## src/rtl/tile_seq_ctrl.sv

```systemverilog
// Diagonal-wavefront sequencer for a ROWS x COLS PE tile: FILL ramps enables in along
// anti-diagonals, RUN holds the full active region for len cycles, DRAIN ramps them out.
module tile_seq_ctrl #(
  parameter int ROWS  = 5,
  parameter int COLS  = 5,
  parameter int LEN_W = 16
) (
  input  logic                   clk,
  input  logic                   rst_n,
  input  logic                   i_start,
  input  logic                   i_abort,
  input  logic                   i_stall,
  input  logic [1:0]             i_cal_state,
  input  logic [2:0]             i_layer_state,
  input  logic [LEN_W-1:0]       i_len,
  output logic [ROWS*COLS-1:0]   pe_en,
  output logic [ROWS+COLS-2:0]   mul_en,
  output logic [ROWS-1:0]        str_en,
  output logic                   o_busy,
  output logic                   o_done,
  output logic                   o_err
);

  localparam int NPE = ROWS * COLS;
  localparam int NDG = ROWS + COLS - 1;
  localparam int KW  = $clog2(NDG + 1);

  typedef enum logic [2:0] {
    S_IDLE  = 3'd0,
    S_FILL  = 3'd1,
    S_RUN   = 3'd2,
    S_DRAIN = 3'd3,
    S_DONE  = 3'd4
  } state_t;

  state_t           state;
  logic [KW-1:0]    k;
  logic [LEN_W-1:0] run_cnt;
  logic             conv_q;
  logic             part_q;
  logic [LEN_W-1:0] len_q;

  logic [KW-1:0]    ar;
  logic [KW-1:0]    ac;
  logic [KW-1:0]    nd;
  logic             layer_ok;
  logic             start_ok;
  logic [NPE-1:0]   pe_nxt;
  logic [NDG-1:0]   mul_nxt;
  logic [ROWS-1:0]  str_nxt;

  // Odd layer codes are convolutions (all rows); even codes are subsampling (last row idle).
  always_comb begin
    case (i_layer_state)
      3'b001, 3'b010, 3'b011, 3'b100, 3'b101: layer_ok = 1'b1;
      default:                                layer_ok = 1'b0;
    endcase
    start_ok = (i_cal_state != 2'b00) && layer_ok;
    ar = conv_q ? KW'(ROWS) : KW'(ROWS - 1);
    ac = part_q ? KW'(1) : KW'(COLS);
    nd = ar + ac - KW'(1);
  end

  always_comb begin
    pe_nxt  = '0;
    mul_nxt = '0;
    str_nxt = '0;
    for (int r = 0; r < ROWS; r++) begin
      for (int c = 0; c < COLS; c++) begin
        if (r < int'(ar) && c < int'(ac)) begin
          case (state)
            S_FILL:  pe_nxt[r*COLS+c] = (r + c <= int'(k));
            S_RUN:   pe_nxt[r*COLS+c] = 1'b1;
            S_DRAIN: pe_nxt[r*COLS+c] = (r + c > int'(k));
            default: pe_nxt[r*COLS+c] = 1'b0;
          endcase
        end
      end
    end
    for (int d = 0; d < NDG; d++) begin
      if (d < int'(nd)) begin
        case (state)
          S_FILL:  mul_nxt[d] = (d <= int'(k));
          S_RUN:   mul_nxt[d] = 1'b1;
          S_DRAIN: mul_nxt[d] = (d > int'(k));
          default: mul_nxt[d] = 1'b0;
        endcase
      end
    end
    // A row can store once its last active column's diagonal has been reached.
    for (int r = 0; r < ROWS; r++) begin
      if (r < int'(ar)) begin
        case (state)
          S_FILL:  str_nxt[r] = (r + int'(ac) - 1 <= int'(k));
          S_RUN:   str_nxt[r] = 1'b1;
          S_DRAIN: str_nxt[r] = (r + int'(ac) - 1 > int'(k));
          default: str_nxt[r] = 1'b0;
        endcase
      end
    end
  end

  always_ff @(posedge clk or negedge rst_n) begin
    if (!rst_n) begin
      state   <= S_IDLE;
      k       <= '0;
      run_cnt <= '0;
      conv_q  <= 1'b0;
      part_q  <= 1'b0;
      len_q   <= '0;
      pe_en   <= '0;
      mul_en  <= '0;
      str_en  <= '0;
      o_busy  <= 1'b0;
      o_done  <= 1'b0;
      o_err   <= 1'b0;
    end else begin
      pe_en  <= i_stall ? '0 : pe_nxt;
      mul_en <= i_stall ? '0 : mul_nxt;
      str_en <= i_stall ? '0 : str_nxt;
      o_busy <= (state != S_IDLE);
      // A stalled DONE holds; the pulse fires on the cycle it actually retires.
      o_done <= (state == S_DONE) && !i_stall && !i_abort;
      o_err  <= 1'b0;

      if (state != S_IDLE && i_abort) begin
        state   <= S_IDLE;
        k       <= '0;
        run_cnt <= '0;
      end else if (state != S_IDLE && i_stall) begin
        state <= state;
      end else begin
        case (state)
          S_IDLE: begin
            if (i_start) begin
              if (start_ok) begin
                conv_q  <= i_layer_state[0];
                part_q  <= (i_cal_state == 2'b10);
                len_q   <= i_len;
                k       <= '0;
                run_cnt <= '0;
                state   <= S_FILL;
              end else begin
                o_err <= 1'b1;
              end
            end
          end
          S_FILL: begin
            if (k == nd - KW'(1)) begin
              k       <= '0;
              run_cnt <= '0;
              state   <= (len_q == '0) ? S_DRAIN : S_RUN;
            end else begin
              k <= k + KW'(1);
            end
          end
          S_RUN: begin
            if (run_cnt == len_q - LEN_W'(1)) begin
              k     <= '0;
              state <= S_DRAIN;
            end else begin
              run_cnt <= run_cnt + LEN_W'(1);
            end
          end
          S_DRAIN: begin
            if (k == nd - KW'(1)) begin
              k     <= '0;
              state <= S_DONE;
            end else begin
              k <= k + KW'(1);
            end
          end
          S_DONE:  state <= S_IDLE;
          default: state <= S_IDLE;
        endcase
      end
    end
  end

endmodule

```

## config.mk

```make
export PLATFORM = sky130hd
export DESIGN_NAME = tile_seq_ctrl
export DESIGN_NICKNAME = d
export VERILOG_FILES = /design/src/rtl/tile_seq_ctrl.sv
export SDC_FILE = /design/constraint.sdc
export NUM_CORES = 1
export LEC_CHECK = 0
export BUFFER_PORTS_ARGS = -buffer_cell sky130_fd_sc_hd__buf_2
export CORE_MARGIN = 2
export CORE_UTILIZATION = 50
export CTS_CLUSTER_DIAMETER = 200
export CTS_CLUSTER_SIZE = 10
export DETAILED_ROUTE_END_ITERATION = 7
export PLACE_DENSITY = 0.75
export SETUP_SLACK_MARGIN = 0.5
export SYNTH_ARGS = -nofsm -noshare
export SYNTH_HDL_FRONTEND = slang
export SYNTH_SLANG_ARGS = --single-unit
```

## constraint.sdc

```tcl
create_clock -name clk -period 2.75 [get_ports clk]
set_clock_uncertainty 0.05 [all_clocks]
set_input_delay 0.6875 -clock clk [delete_from_list [all_inputs] [get_ports clk]]
set_output_delay 0.6875 -clock clk [all_outputs]
set_load 0.01 [all_outputs]
```

== Yosys cells after proc, flatten, opt, wreduce, memory -nomap -nowiden ==
Cells that the tools add are included.

* Register bits after elaboration: 83
* Output and inout port bits: 42

* $add $sub $neg: 15
* $lt $le $gt $ge: 45
* Eq/ne operators: 19
* Mux-type cells: 87
* Bitwise operators: 2
* Reduce and logical (&&, ||, !) cells: 45

{| class="wikitable"
|+ Operators by type and width
! operator !! count
|-
| 16-bit 2-to-1 mux || 6
|-
| 1-bit 2-to-1 mux || 48
|-
| 16-bit one-hot mux with 3 select lines || 1
|-
| 1-bit one-hot mux with 3 select lines || 13
|-
| 1-bit logical AND || 30
|-
| 25-bit 2-to-1 mux || 1
|-
| 3-bit 2-to-1 mux || 8
|-
| 4-bit 2-to-1 mux || 6
|-
| 5-bit > comparator || 4
|-
| 5-bit less-or-equal comparator || 4
|-
| 4-bit by 1-bit subtractor with 5-bit output (second input constant) || 4
|-
| 3-bit inequality test (second input constant) || 6
|-
| 16-bit by 1-bit adder with 16-bit output (second input constant) || 1
|-
| 16-bit equality test || 1
|-
| 3-bit by 4-bit > comparator with 1-bit output (first input constant) || 4
|-
| 3-bit by 4-bit less-or-equal comparator with 1-bit output (first input constant) || 4
|-
| 16-bit zero test || 1
|-
| 3-bit by 4-bit < comparator with 1-bit output (first input constant) || 4
|-
| 16-bit by 1-bit subtractor with 16-bit output (second input constant) || 1
|-
| 3-bit by 2-bit equality test with 1-bit output (second input constant) || 4
|-
| 1-bit by 3-bit < comparator with 1-bit output (first input constant) || 4
|-
| 2-bit by 3-bit < comparator with 1-bit output (first input constant) || 4
|-
| 3-bit one-hot mux with 4 select lines || 1
|-
| 4-bit one-hot mux with 3 select lines || 1
|-
| 36 further kinds || 52
|}

== Longest topological paths before layout ==
* Depth after elaboration: 9
* Mapped depth: 12

== Worst setup path after synthesis ==
OpenSTA, ideal clock, no wires.

* Path type: register to register
* Start: register len_q[3]
* End: register run_cnt[11]
* Library setup time: 124 ps
* Arrival: 2,529 ps
* Required time: 2,576 ps
* Slack: 47 ps
* Stages on the path, launching flop included: 10
* Buffers on the path: 1
* Clock period less this slack: 2,703 ps
* Cells stage by stage: dfrtp_1 > nor4_4 > nand4_4 > o31ai_2 > a21oi_1 > or4_4 > o21ai_2 > buf_6 > nor4b_1 > a211o_1

* Cells in the longest elaborated chain, start to end: 4

{| class="wikitable"
|+ Ends and longest elaborated chain
! what !! line !! RTL
|-
| start: declaration || 41 || <nowiki>logic [LEN_W-1:0] len_q;</nowiki>
|-
| start signal: assignment || 139 || <nowiki>len_q <= i_len;</nowiki>
|-
| 16-bit by 1-bit subtractor with 16-bit output || 158 || <nowiki>if (run_cnt == len_q - LEN_W'(1)) begin</nowiki>
|-
| 16-bit equality test || 158 ||
|-
| 3-bit inequality test (no source line) || n/a ||
|-
| 6-bit AND reduction (no source line) || n/a ||
|-
| end signal: assignment || 162 || <nowiki>run_cnt <= run_cnt + LEN_W'(1);</nowiki>
|-
| end: declaration || 38 || <nowiki>logic [LEN_W-1:0] run_cnt;</nowiki>
|}

No other way between the ends.
A chain may end at the register's enable or synchronous reset.

== Final worst setup path ==
* Start: register len_q[3]
* End: register run_cnt[0]

Same word-level chain as after synthesis.

==> results.sh <==
export IMPL_syn_nets=473
export IMPL_layout_commonest_cell="buf_2"
export IMPL_ys_seq_elements=66
export IMPL_finalPower_mw=4.99
export IMPL_slew_headroom_pct=62.0
export IMPL_power_switching_mw=2.15
export IMPL_layout_common_cells="buf_2 (67), dfrtp_1 (65), nand2_1 (37)"
export IMPL_r2r_end="run_cnt[0]$_DFFE_PN0P_"
export IMPL_yosysUniqueCellTypes=59
export IMPL_p_seq_share_pct=30.8
export IMPL_antenna_cells=0
export IMPL_grt_pass1_vias=3313
export IMPL_maxCapViolCount=0
export IMPL_combPwrFrac_pct=55.2
export IMPL_grt_antenna_before_repair=0
export IMPL_vias=3515
export IMPL_critPathKind="reg2reg"
export IMPL_detail_route_vias_per_cell=5.75
export IMPL_fp_dieH_um=94.3
export IMPL_antenna_left=0
export IMPL_slew_viol_final=0
export IMPL_numCtsBuffers=9
export IMPL_powerDensity_mw_per_mm2=999
export IMPL_regArea_sq_mm=0.00165
export IMPL_synth_edf_count=0
export IMPL_syn_cell_area_sq_mm=0.00407
export IMPL_setup_worst_path_end_class="register"
export IMPL_p_leak_nw=2.28
export IMPL_drt_wirelength_per_cell_um=15.5
export IMPL_seq_area_frac_synth_pct=40.6
export IMPL_hold_buffers=0
export IMPL_yosys_warnings=0
export IMPL_dpl_cell_area_sq_mm=0.00451
export IMPL_finalSetupTns_ns=-0.713
export IMPL_finalSetupViolCount=16
export IMPL_synthCells=436
export IMPL_final_area_sq_mm=0.00500
export IMPL_cp_required_ns=2.94
export IMPL_finish_utilization_pct=64.0
export IMPL_period_minus_slack_ns=2.82
export IMPL_finalCritPeriodShare_pct=103
export IMPL_overflow=0
export IMPL_post_place_ws_ns=-0.0524
export IMPL_rsz0062_at_grt="yes"
export IMPL_hold_class="in2async"
export IMPL_p_clk_share_pct=13.9
export IMPL_drt_iter0_drc=221
export IMPL_cp_max_fo=9
export IMPL_hpwl_um=6680
export IMPL_fin_cells=611
export IMPL_max_freq_ghz=0.355
export IMPL_synthFlopType="dfrtp_1"
export IMPL_grt_pass1_wl_um=15300
export IMPL_root_buffer="clkbuf_8"
export IMPL_rr_startpoint="len_q[3]$_DFFE_PN0P_"
export IMPL_internal_power_mw=2.84
export IMPL_cts_tree="yes"
export IMPL_multi_input_area_sq_mm=0.00230
export IMPL_crit_path_start_kind="register"
export IMPL_core_sq_mm=0.00781
export IMPL_io_pins=68
export IMPL_post_route_drc_count=0
export IMPL_violations="setup timing"
export IMPL_dieArea_sq_mm=0.00888
export IMPL_hold_viol_final=0
export IMPL_area_growth_pct=22.7
export IMPL_clk_latency_ns=0.34
export IMPL_avgSynthCellArea_sq_um=9.34
export IMPL_n_fill_cell=620
export IMPL_worst_slack_ns=-0.0703
export IMPL_r2r_setup_slack_ns=-0.07
export IMPL_async_flop_share_pct=100
export IMPL_dr_pass1_iters=4
export IMPL_grtUsageTotal_pct=21.6
export IMPL_core_rowCount=32
export IMPL_timing_hold_ws_ns=0.282
export IMPL_routed_wirelength_um=9500
export IMPL_r2r_cells=10
export IMPL_worst_pin_slew_ns=0.569
export IMPL_die_x_um=94.3
export IMPL_cts_buffer_depth=2
export IMPL_worstPathArrival_ns=3.01
export IMPL_io_buffers=67
export IMPL_drive_gt1_share_pct=34.2
export IMPL_dp_cells=586
export IMPL_htreeDepth=3
export IMPL_vdd_drop_max_mv=0.524
export IMPL_gp_congestion=0.886
export IMPL_grt_start_max_net_pins=26
export IMPL_outcome="finished, violations left"
export IMPL_clk_pin_slew_ns=0.08
export IMPL_start_util_pct=52.2
export IMPL_cts_sinks=66
export IMPL_layout_nets=542
export IMPL_swShare_pct=43.0
## layout make-up
| cell class | count | share of cell area (%) |
|---|---|---|
| repair buffers | 105 | 13.9 |
| multi-input cells | 307 | 46.1 |
| clock buffers | 9 | 2.48 |
| well taps | 102 | 2.55 |
| flip-flops and latches | 66 | 33.1 |
| clock inverters | 6 | 0.701 |
| inverters | 16 | 1.20 |
## critical path: stages, from the launching register on
cell and delay (ns):
dfrtp_2 0.44, nor4_4 0.29, buf_6 0.16, nand4_4 0.12, o31ai_4 0.26, o221ai_2 0.15
o221ai_2 0.31, nor2_2 0.09, o41a_4 0.52, buf_12 0.16, a21o_1 0.17
## state kept, by name, indices dropped and copies added, names as in the netlist
register / count
str_en: 5
run_cnt: 16
len_q: 16
pe_en: 11
state: 3
o_busy: 1
o_err: 1
conv_q: 1
mul_en: 6
k: 4
o_done: 1
part_q: 1
## logic make-up (layout without fill, tap and decap cells)
family	count (synthesis)	count (layout)	synth area share, %
buffers and inverters	63	136	7.83
adder cells (fa/ha/maj)	11	11	3.38
AO/OA/AOI/OAI	83	83	14.2
AND/OR/NAND/NOR	160	160	21.7
flip-flops	66	66	40.6
multiplexers	16	16	4.33
XOR/XNOR	37	37	7.96
## power groups by stage
stage | combinational [mW] | clock (mW) | sequential (mW)
2_1_floorplan | 1.72 | 0 | 1.54
3_3_place_gp | 2.32 | 0 | 1.52
3_5_place_dp | 2.37 | 0 | 1.55
4_1_cts | 2.53 | 0.698 | 1.53
5_1_grt | 3.03 | 0.744 | 1.59
6_report | 2.76 | 0.694 | 1.54
## routing by layer
metal | share of wire, % | global-route usage [%]
met2 | 49 | 36.1
met1 | 44 | 28.4
met4 | 1.1 | 5.68
met5 | 0 | 0
met3 | 6.0 | 4.65
## worst max path at each step
stage | from | depth (start not counted) | endpoint
6_report | len_q[3]$_DFFE_PN0P_ | 10 | run_cnt[0]$_DFFE_PN0P_
5_1_grt | len_q[3]$_DFFE_PN0P_ | 10 | run_cnt[3]$_DFFE_PN0P_
4_1_cts | len_q[3]$_DFFE_PN0P_ | 11 | run_cnt[11]$_DFFE_PN0P_
3_5_place_dp | len_q[4]$_DFFE_PN0P_ | 9 | run_cnt[11]$_DFFE_PN0P_
3_3_place_gp | len_q[4]$_DFFE_PN0P_ | 9 | run_cnt[14]$_DFFE_PN0P_
2_1_floorplan | len_q[4]$_DFFE_PN0P_ | 9 | run_cnt[11]$_DFFE_PN0P_
## cell usage after synthesis (3+ instances only)
master | instances | area [sq um]
inv_1 | 15 | 56.3
nor4_1 | 12 | 75.1
o22a_1 | 10 | 87.6
xor2_1 | 18 | 158
nor3_1 | 21 | 105
clkbuf_1 | 24 | 90.1
nand3_1 | 8 | 40.0
dfrtp_1 | 66 | 1650
nand2b_1 | 4 | 25.0
a21o_1 | 5 | 37.5
mux2i_1 | 3 | 30.0
a21oi_1 | 8 | 40.0
o41ai_1 | 3 | 26.3
or3_1 | 3 | 18.8
nor4b_1 | 5 | 43.8
nor3b_1 | 7 | 52.6
and3_1 | 10 | 62.6
o21ai_0 | 26 | 130
mux2_2 | 13 | 146
xnor2_1 | 19 | 166
nand3b_1 | 3 | 22.5
nand2_1 | 38 | 143
nand4_1 | 5 | 31.3
buf_1 | 3 | 11.3
buf_4 | 18 | 135
ha_1 | 11 | 138
o21bai_1 | 3 | 22.5
nor2_1 | 30 | 113
a31oi_1 | 5 | 31.3
## repair_timing
item                       4_1_cts  5_1_grt
resized for setup               10       30
setup buffers                    5        4
setup endpoints to repair       23       23
pin swaps                        6        9
gates cloned                     0        1
Note: power is estimated with default switching activity, not from simulation.
